--- src/rtl/demux_rr_ctrl.sv ---
// demux_rr_ctrl: round-robin 1-to-4 demultiplexer controller.
// A word is accepted in IDLE, a channel is chosen in ARB, and the word is
// presented on that channel in SEND until the channel signals ready.
// Optional feature macro: DEMUX_SKIP_EN. When it is defined, ARB skips
// channels that are not ready. When it is undefined, channels are used in
// strict rotation.
module demux_rr_ctrl (
  input  logic       clk,
  input  logic       rst,
  input  logic       en,
  input  logic       in_valid,
  input  logic [7:0] in_data,
  output logic       in_ready,
  input  logic [3:0] out_ready,
  output logic [3:0] out_valid,
  output logic [7:0] out_data,
  output logic [1:0] sel,
  output logic       busy,
  output logic [7:0] xfer_cnt
);

  typedef enum logic [1:0] {
    IDLE = 2'd0,
    ARB  = 2'd1,
    SEND = 2'd2
  } state_t;

  state_t      state_q, state_d;
  logic [1:0]  ptr_q, ptr_d;
  logic [1:0]  sel_q, sel_d;
  logic [7:0]  out_data_q, out_data_d;
  logic [7:0]  xfer_cnt_q, xfer_cnt_d;
  logic [3:0]  out_valid_q, out_valid_d;
  logic        busy_q, busy_d;

`ifdef DEMUX_SKIP_EN
  logic        found;
  logic [1:0]  cand;
`endif

  // One-hot decode of a channel index.
  function automatic logic [3:0] onehot(input logic [1:0] idx);
    logic [3:0] v;
    v = 4'b0000;
    v[idx] = 1'b1;
    return v;
  endfunction

  // A word can only be taken while idle; en gates the next accept only.
  assign in_ready = en && (state_q == IDLE);

  assign out_valid = out_valid_q;
  assign out_data  = out_data_q;
  assign sel       = sel_q;
  assign busy      = busy_q;
  assign xfer_cnt  = xfer_cnt_q;

  // Next-state and next-output computation for the controller.
  always_comb begin
    state_d     = state_q;
    ptr_d       = ptr_q;
    sel_d       = sel_q;
    out_data_d  = out_data_q;
    xfer_cnt_d  = xfer_cnt_q;
    out_valid_d = out_valid_q;
    busy_d      = busy_q;
`ifdef DEMUX_SKIP_EN
    found       = 1'b0;
    cand        = 2'd0;
`endif
    case (state_q)
      IDLE: begin
        out_valid_d = 4'b0000;
        if (en && in_valid) begin
          out_data_d = in_data;
          state_d    = ARB;
          busy_d     = 1'b1;
        end
      end
      ARB: begin
`ifdef DEMUX_SKIP_EN
        // Work-conserving search starting at ptr; the first ready channel wins.
        for (int i = 0; i < 4; i++) begin
          cand = ptr_q + 2'(i);
          if (!found && out_ready[cand]) begin
            found = 1'b1;
            sel_d = cand;
          end
        end
        if (found) begin
          state_d     = SEND;
          out_valid_d = onehot(sel_d);
        end
`else
        // Strict rotation: the pointed-to channel is always chosen.
        sel_d       = ptr_q;
        state_d     = SEND;
        out_valid_d = onehot(ptr_q);
`endif
      end
      SEND: begin
        // Only the selected channel's ready matters; the others are ignored.
        if (out_ready[sel_q]) begin
          state_d     = IDLE;
          ptr_d       = sel_q + 2'd1;
          xfer_cnt_d  = xfer_cnt_q + 8'd1;
          out_valid_d = 4'b0000;
          busy_d      = 1'b0;
        end
      end
      default: begin
        state_d     = IDLE;
        out_valid_d = 4'b0000;
        busy_d      = 1'b0;
      end
    endcase
  end

  // Controller registers; reset discards any held word without counting it.
  always_ff @(posedge clk or posedge rst) begin
    if (rst) begin
      state_q     <= IDLE;
      ptr_q       <= 2'd0;
      sel_q       <= 2'd0;
      out_data_q  <= 8'h00;
      xfer_cnt_q  <= 8'h00;
      out_valid_q <= 4'b0000;
      busy_q      <= 1'b0;
    end else begin
      state_q     <= state_d;
      ptr_q       <= ptr_d;
      sel_q       <= sel_d;
      out_data_q  <= out_data_d;
      xfer_cnt_q  <= xfer_cnt_d;
      out_valid_q <= out_valid_d;
      busy_q      <= busy_d;
    end
  end

endmodule

--- config.mk ---
export PLATFORM = sky130hd
export DESIGN_NAME = demux_rr_ctrl
export DESIGN_NICKNAME = d
export VERILOG_FILES = /design/src/rtl/demux_rr_ctrl.sv
export SDC_FILE = /design/constraint.sdc
export NUM_CORES = 1
export LEC_CHECK = 0
export CAP_MARGIN = 20
export CORE_MARGIN = 1
export CORE_UTILIZATION = 40
export DETAILED_ROUTE_END_ITERATION = 16
export PLACE_DENSITY = 0.72
export SLEW_MARGIN = 20
export SYNTH_ARGS = -nofsm -noshare
export SYNTH_HDL_FRONTEND = slang
export SYNTH_SLANG_ARGS = --single-unit
--- constraint.sdc ---
create_clock -name clk -period 1.8 [get_ports clk]
set_input_delay 0.36 -clock clk [delete_from_list [all_inputs] [get_ports clk]]
set_output_delay 0.36 -clock clk [all_outputs]
set_load 0.01 [all_outputs]
Yosys cells after proc, flatten, opt, wreduce, memory -nomap -nowiden
Index checks and enable logic that the tools add are counted.
Cells by class
  $add $sub $neg: 2
  multiply operators: 0
  div/mod/pow operators: 0
  $lt $le $gt $ge: 3
  equality and inequality tests: 4
  shifts and indexed selects: 0
  multiplexer cells: 12
  bitwise logic cells: 1
  reductions and logical operators: 8
Operator list (count)
  8-bit by 1-bit adder with 8-bit output (second input constant): 1
  4-bit one-hot mux with 2 select lines: 1
  2-bit by 3-bit less-than comparator with 1-bit output (second input constant): 2
  2-bit one-hot mux with 3 select lines: 1
  2-bit AND reduction: 3
  1-bit two-way mux: 4
  2-bit two-way mux: 2
  4-bit two-way mux: 1
  1-bit logical AND: 3
  1-bit one-hot mux with 3 select lines: 1
  3-bit AND reduction: 1
  2-bit by 1-bit adder with 2-bit output (second input constant): 1
  1-bit binary-select mux with 2-bit select: 1
  1-bit demux with 2-bit select: 1
  2-bit by 1-bit equality test with 1-bit output (second input constant): 1
  2-bit equality test (second input constant): 1
  2-bit by 1-bit greater-or-equal comparator with 1-bit output (second input constant): 1
  2-bit zero test: 1
  2-bit by 1-bit != test with 1-bit output (second input constant): 1
  2-bit != test (second input constant): 1
  1-bit NOT: 1
Storage, ports and cells
  flip-flop bits (word level): 27
  bits in latches: 0
  bits in writable memories: 0
  memory bits (read-only): 0
  bits of input ports: 16
  output and inout port bits: 24
  logic and storage cells: 37
  memories: 0

Logic depth before layout (Yosys ltp)
Gate-level depths: netlist of run 1.
  depth in word-level cells: 5
  mapped depth: 4
  mapped depth without buffers: 4

Least setup slack after synthesis of run 1
Ideal clock, no wire load.
  path type: flip-flop to flip-flop
  from: register state_q[1]
  to: register out_data_q[0] (netlist: out_data[0])
  setup time: 125 ps
  arrival time: 1473 ps
  data required time: 1675 ps
  path slack: 202 ps
  stages on the path, launching flop included: 5
  buffers on the path: 1
  period minus slack after synthesis: 1598 ps
  path through: dfrtp_1 > nor3b_1 > and2_1 > buf_2 > mux2_2
On the way
  longest elaborated chain between the ends: 2
Ends and longest elaborated chain
  from (decl): line 28  | state_t state_q, state_d;
  from (signal assigned): line 130  | state_q <= state_d;
  2-bit zero test: line 71  | case (state_q)
  2-bit AND reduction (no line)
  to (signal assigned): line 133  | out_data_q <= out_data_d;
  to (decl): line 31  | logic [7:0] out_data_q, out_data_d;
No other way between the ends.
A chain may end at the register's enable or synchronous reset.

Worst setup path in the final report of run 1
  from: register sel_q[0] (netlist: sel[0])
  to: output port sel[0]
RTL lines
  from (decl): line 30  | logic [1:0] sel_q, sel_d;
  from (signal assigned): line 132  | sel_q <= sel_d;
  to (decl): line 17  | output logic [1:0] sel,
No word-level cell between the ends.

==> results of run 1 <==
registers in the layout, indices dropped and copies added (netlist names):
register   flops
ptr_q          2
xfer_cnt       8
sel            2
out_data       8
state_q        2
out_valid      4
busy           1
cells in the mapped netlist, types with 2 or more instances:
library cell | number | area [µm²]
and3_1 | 2 | 12.51
a21oi_1 | 2 | 10.01
and4_1 | 2 | 17.52
xnor2_1 | 6 | 52.55
nand2_1 | 10 | 37.54
xor2_1 | 2 | 17.52
nand4_1 | 2 | 12.51
o21ai_0 | 3 | 15.01
dfrtp_1 | 27 | 675.7
nor2_1 | 5 | 18.77
mux2_2 | 10 | 112.6
per-layer routing:
layer	share of wire (%)	vias to the layer above	wire length (µm)	GRT usage, %
met5	0	-	0	0
met4	1.0	0	22	5.357
met3	4.5	2	97	2.558
met2	47	21	1019	24.96
met1	48	410	1037	21.36
li1	-	403	-	-
power groups by stage:
stage | clock [mW] | combinational (mW) | sequential (mW)
after global routing | 0.283 | 1.05 | 1.04
after global placement | 0 | 0.969 | 1.01
after floorplan | 0 | 0.393 | 1.08
after CTS | 0.265 | 0.986 | 1.00
after detailed placement | 0 | 0.983 | 1.01
final | 0.250 | 0.973 | 1.00
cell families (layout without fill, tap and decap cells):
logic type / after synthesis / count (layout) / share of synthesized area [%]
simple gates: 29 / 29 / 13.54
flops: 27 / 27 / 58.51
mux: 12 / 12 / 12.57
compound gates: 10 / 10 / 7.476
xor+xnor: 8 / 8 / 6.067
buf+inv: 2 / 47 / 0.7577
fa+ha+maj: 1 / 1 / 1.083
area by class of cell:
| class | instances | area, µm² | area share (%) |
|---|---|---|---|
| sequential | 27 | 676.9 | 41.11 |
| multi-input combinational | 60 | 475.5 | 28.88 |
| timing repair buffer | 42 | 424.2 | 25.76 |
| tap | 31 | 38.79 | 2.356 |
| clock buffer | 3 | 22.52 | 1.368 |
| clock inverter | 1 | 5.005 | 0.3040 |
| inverter | 1 | 3.754 | 0.2280 |
worst max-delay path by stage:
stage	start	end	slack, ns	cells after the start
6_report	sel[0]$_DFFE_PP0P_	sel[0]	0.07	2
5_1_grt	sel[0]$_DFFE_PP0P_	sel[0]	0.02	2
4_1_cts	sel[1]$_DFFE_PP0P_	sel[1]	0.02	1
3_5_place_dp	en	in_ready	-0.27	3
3_3_place_gp	en	in_ready	-0.15	3
2_1_floorplan	state_q[1]$_DFFE_PP0P_	out_data[0]$_DFFE_PP0P_	0.20	4
worst register-to-register path, stage by stage, from the launching register on:
cell       delay, ns
dfrtp_1         0.46
or3b_1          0.43
o2bb2ai_4       0.28
mux2_2          0.37
through the flow:
stage	TNS, ns	utilization, %	cells
final	0	60.23	165
after floorplan	0	-	89
after global placement	-0.1481	59.04	161
after global routing	0	60.23	165
after detailed placement	-1.220	59.04	161
after CTS	0	60.18	165
what timing repair did:
item,4_1_cts,5_1_grt
hold buffers,0,0
hold endpoints to repair,0,0
resized for setup,2,1
setup endpoints to repair,1,1
==> run_results.csv, run 1 <==
group,metric,value,unit
logic_synthesis,synth-seq-area-share,58.50,%
routing,drt-initial-drc-count,7,
routing,vias_per_cell,5.067,
logic_synthesis,yosys_warnings,0,
clock_network,htreeDepth,1,
worst_setup_path,reg2reg_depth,3,
worst_setup_path,worstPathArrival,1.37,ns
floorplanning,die_y,55.73,µm
final_layout,final_cell_mix,"38 x clkdlybuf4s50_1, 26 x dfrtp_1, 10 x mux2_2, 10 x nand2_1, 6 x xnor2_1",
timing,slew_viol_final,0,
final_layout,fill_cells,240,
routing,num_vias,836,
timing,setup_viol,0,
logic_synthesis,syn_area,0.001155,mm²
pwr,power.share.switching,32.92,%
hold_path,hold_class,"in -> async",
outcome,status,"completed",
floorplanning,io_pins,40,
floorplanning,die_w,55.73,µm
worst_setup_path,required,1.44,ns
timing,fin_crit,1.735,ns
global_routing,grt_max_degree,28,
worst_setup_path,worstPathCellList,"buf_4 > clkdlybuf4s50_1",
timing,setup_slack,0.06508,ns
clock_network,cts_tree,"done",
timing,worst_pin_slew,0.3466,ns
final_layout,area_growth,42.58,%
timing,skew,0.003663,ns
routing,drc,0,
timing,final-hold-violation-count,0,
clock_network,cts_buffer_depth,2,
pwr,sequentialPowerShare,45.1,%
routing,wl_per_cell,13.19,µm
final_layout,finalNetCount,152,
global_routing,first_global_vias,805,
logic_synthesis,postSynthCellCount,89,
timing,fmax,576.4,MHz
routing,ant_nets,0,
worst_setup_path,worstPathBufferInverterCount,2,
pwr,power_density,1353,mW/mm²
placement,placed_cell_area,0.001614,mm²
logic_synthesis,synth_seq_cells,27,
floorplanning,dieArea,0.003106,mm²
floorplanning,fp-row-count,19,
pwr,p_leak,0.7121,nW
pwr,combPwrFrac,43.7,%
final_layout,layout_commonest_cell,"clkdlybuf4s50_1",
worst_setup_path,path_delay_family,"buffers and inverters",
final_layout,layout-drive-gt1-share,15.67,%
logic_synthesis,avgSynthCellArea,12.98,µm²
placement,place.gp.congestion,0.7311,
clock_network,clk-insertion-delay-late,0.31,ns
pwr,peakVddDrop,951.0,µV
timing,fin_crit_sh,96.38,%
clock_network,post-cts-setup-buffer-count,0,
clock_network,clkTransAtPathRegs,0.14,ns
worst_setup_path,max_stage_delay,0.53,ns
global_routing,overflow,0,
timing,slew_headroom,76.23,%
clock_network,cts_root_buf,"clkbuf_4",
pwr,p_switching,0.7332,mW
pwr,fin_total_pwr,2.227,mW
global_routing,antenna_found_initial,0,
placement,dp_slack,-0.2684,ns
final_layout,post-route-cell-area,0.001647,mm²
pwr,clockPowerShare,11.2,%
pwr,p_int,1.494,mW
floorplanning,fp.coreArea,0.002734,mm²
routing,dr.pass1.iters,4,
logic_synthesis,ys.flop_type,"dfrtp_1",
timing,hold_ws,0.3788,ns
global_routing,grt_use_total,15.50,%
logic_synthesis,async_reset_ff_share,100.0,%
worst_setup_path,start_kind,"register",
placement,io_buffers,39,
worst_setup_path,r2r_start,"state_q[0]$_DFFE_PP0P_",
placement,hpwl,1652,µm
worst_setup_path,r2r_end,"xfer_cnt[1]$_DFFE_PP0P_",
logic_synthesis,synth.net_count,106,
clock_network,cts.sinks,27,
worst_setup_path,crit_type,"reg -> out",
floorplanning,start_util,42.24,%
worst_setup_path,path_max_fanout,5,
clock_network,numCtsBuffers,3,
final_layout,antenna_cells,0,
routing,wirelength,2177,µm
worst_setup_path,slowest_stage,"clkdlybuf4s50_1",
worst_setup_path,setup.worst_path.end_class,"primary output",
run,maxCapViolations,0,
worst_setup_path,reg2reg_slack,0.16,ns
logic_synthesis,synth-edff-count,0,
timing,rsz0062_at_grt,"false",
logic_synthesis,synth_cell_types,29,
global_routing,grt_pass1_wl,3801,µm
Power figures use the tool's default switching activity.
==> run 2, diff against run 1 <==
==> constraint.sdc (replaced) <==
create_clock -name clk -period 1.8 [get_ports clk]
set_input_delay 0.27 -clock clk [delete_from_list [all_inputs] [get_ports clk]]
set_output_delay 0.27 -clock clk [all_outputs]
set_load 0.01 [all_outputs]
==> run 2 against run 1 <==
Net effect:
- setup slack better by 0.056 ns
- via count rose by 0.48%
- hold slack got worse by 0.096 ns
- critical endpoint is now sel[1]
- sequential power about the same
- cell area is 0.46% lower
- global-route usage is 0.23 points higher
==> run_results.csv, run 2 (same netlist as run 1, synthesis figures left out) <==
group,metric,value,unit
outcome,status,"completed",
timing,setup_slack,0.1209,ns
final_layout,layout-drive-gt1-share,13.43,%
routing,ant_nets,0,
clock_network,cts.sinks,27,
timing,slew_headroom,76.55,%
hold_path,hold_class,"in -> async",
clock_network,post-cts-setup-buffer-count,0,
timing,fin_setup_tns,0,ns
clock_network,cts_buffer_depth,2,
final_layout,post-route-cell-area,0.001639,mm²
timing,fin_crit_sh,93.28,%
timing,fin_crit,1.679,ns
global_routing,grt_max_degree,28,
global_routing,overflow,0,
clock_network,numCtsBuffers,3,
global_routing,grt_pass1_wl,3788,µm
clock_network,htreeDepth,1,
routing,drt-initial-drc-count,3,
clock_network,cts_tree,"done",
timing,fmax,595.6,MHz
timing,rsz0062_at_grt,"false",
final_layout,multi_input_area,470.5,µm²
timing,hold_ws,0.2826,ns
floorplanning,fp.coreArea,0.002734,mm²
global_routing,grt_use_total,15.73,%
final_layout,antenna_cells,0,
clock_network,clk-insertion-delay-late,0.32,ns
global_routing,antenna_found_initial,0,
worst_setup_path,worstPathArrival,1.41,ns
timing,skew,0.01002,ns
worst_setup_path,crit_type,"reg -> out",
routing,wirelength,2227,µm
placement,hpwl,1716,µm
final_layout,area_growth,41.93,%
placement,placed_cell_area,0.001614,mm²
worst_setup_path,path_delay_family,"buffers and inverters",
final_layout,layout_commonest_cell,"clkdlybuf4s50_1",
worst_setup_path,max_stage_delay,0.58,ns
final_layout,seq_area,675.6,µm²
clock_network,cts_root_buf,"clkbuf_4",
timing,worst_pin_slew,0.3420,ns
routing,num_vias,840,
placement,io_buffers,39,
placement,dp_slack,-0.01866,ns
pwr,power_density,1358,mW/mm²
run,maxCapViolations,0,
timing,setup_viol,0,
worst_setup_path,start_kind,"register",
worst_setup_path,slowest_stage,"clkdlybuf4s50_1",
clock_network,clkTransAtPathRegs,0.14,ns
timing,slew_viol_final,0,
final_layout,finalNetCount,152,
worst_setup_path,setup.worst_path.end_class,"primary output",
routing,dr.pass1.iters,2,
routing,vias_per_cell,5.091,
floorplanning,io_pins,40,
final_layout,final_cell_mix,"38 x clkdlybuf4s50_1, 27 x dfrtp_1, 10 x mux2_2, 10 x nand2_1, 6 x xnor2_1",
routing,drc,0,
global_routing,first_global_vias,830,
placement,place.gp.congestion,0.7473,
pwr,p_leak,0.7077,nW
worst_setup_path,path_max_fanout,6,
worst_setup_path,worstPathBufferInverterCount,1,
pwr,peakVddDrop,923.4,µV
worst_setup_path,required,1.53,ns
floorplanning,fp-row-count,19,
timing,final-hold-violation-count,0,
routing,wl_per_cell,13.50,µm
floorplanning,start_util,42.24,%
final_layout,fill_cells,239,
worst_setup_path,worstPathCellList,"clkdlybuf4s50_1",
floorplanning,die_w,55.73,µm
floorplanning,die_y,55.73,µm
floorplanning,dieArea,0.003106,mm²
[run 2: routing by layer]
layer	share of wire, %	GRT usage, %
met4	0.94	3.214
met1	42	19.26
met5	0	0
met3	4.2	4.419
met2	53	27.71
[run 2: repair_timing]
item / in CTS / in global routing
hold buffers: 0 / 0
endpoints found under the setup margin: 1 / 0
endpoints found under the hold margin: 0 / 0
gates resized for setup: 1 / 0
[run 2: final cells by class]
cell class	count	share of cell area, %
Sequential cell	27	41.22
Multi-Input combinational cell	60	28.70
Timing Repair Buffer	42	25.88
Tap cell	31	2.366
Clock buffer	4	1.603
Inverter	1	0.2290
[run 2: report_power, final]
group | internal (mW) | switching, mW
clock network | 0.0867 | 0.164
logic | 0.594 | 0.382
registers | 0.814 | 0.184
total | 1.49 | 0.731
[run 2: path summary, 6_finish.rpt]
| kind | start | to | slack, ns | cells past startpoint |
|---|---|---|---|---|
| min in group clk | xfer_cnt[7]$_DFFE_PP0P_ | xfer_cnt[7]$_DFFE_PP0P_ | 0.48 | 1 |
| setup reg to reg | state_q[0]$_DFFE_PP0P_ | xfer_cnt[1]$_DFFE_PP0P_ | 0.18 | 3 |
| hold / removal | rst | out_data[6]$_DFFE_PP0P_ | 0.28 | 3 |
| max in group asynchronous | rst | xfer_cnt[5]$_DFFE_PP0P_ | 1.26 | 3 |
| hold reg to reg | xfer_cnt[7]$_DFFE_PP0P_ | xfer_cnt[7]$_DFFE_PP0P_ | 0.48 | 1 |
| setup / recovery | sel[1]$_DFFE_PP0P_ | sel[1] | 0.12 | 1 |
[run 2: metrics by stage]
step           utilization (%)  power (mW)  instances
2_1_floorplan                -       1.473         89
3_3_place_gp             59.04       1.979        161
3_5_place_dp             59.04       2.008        161
4_1_cts                  59.95       2.262        165
5_1_grt                  59.95       2.378        165
6_report                 59.95       2.226        165
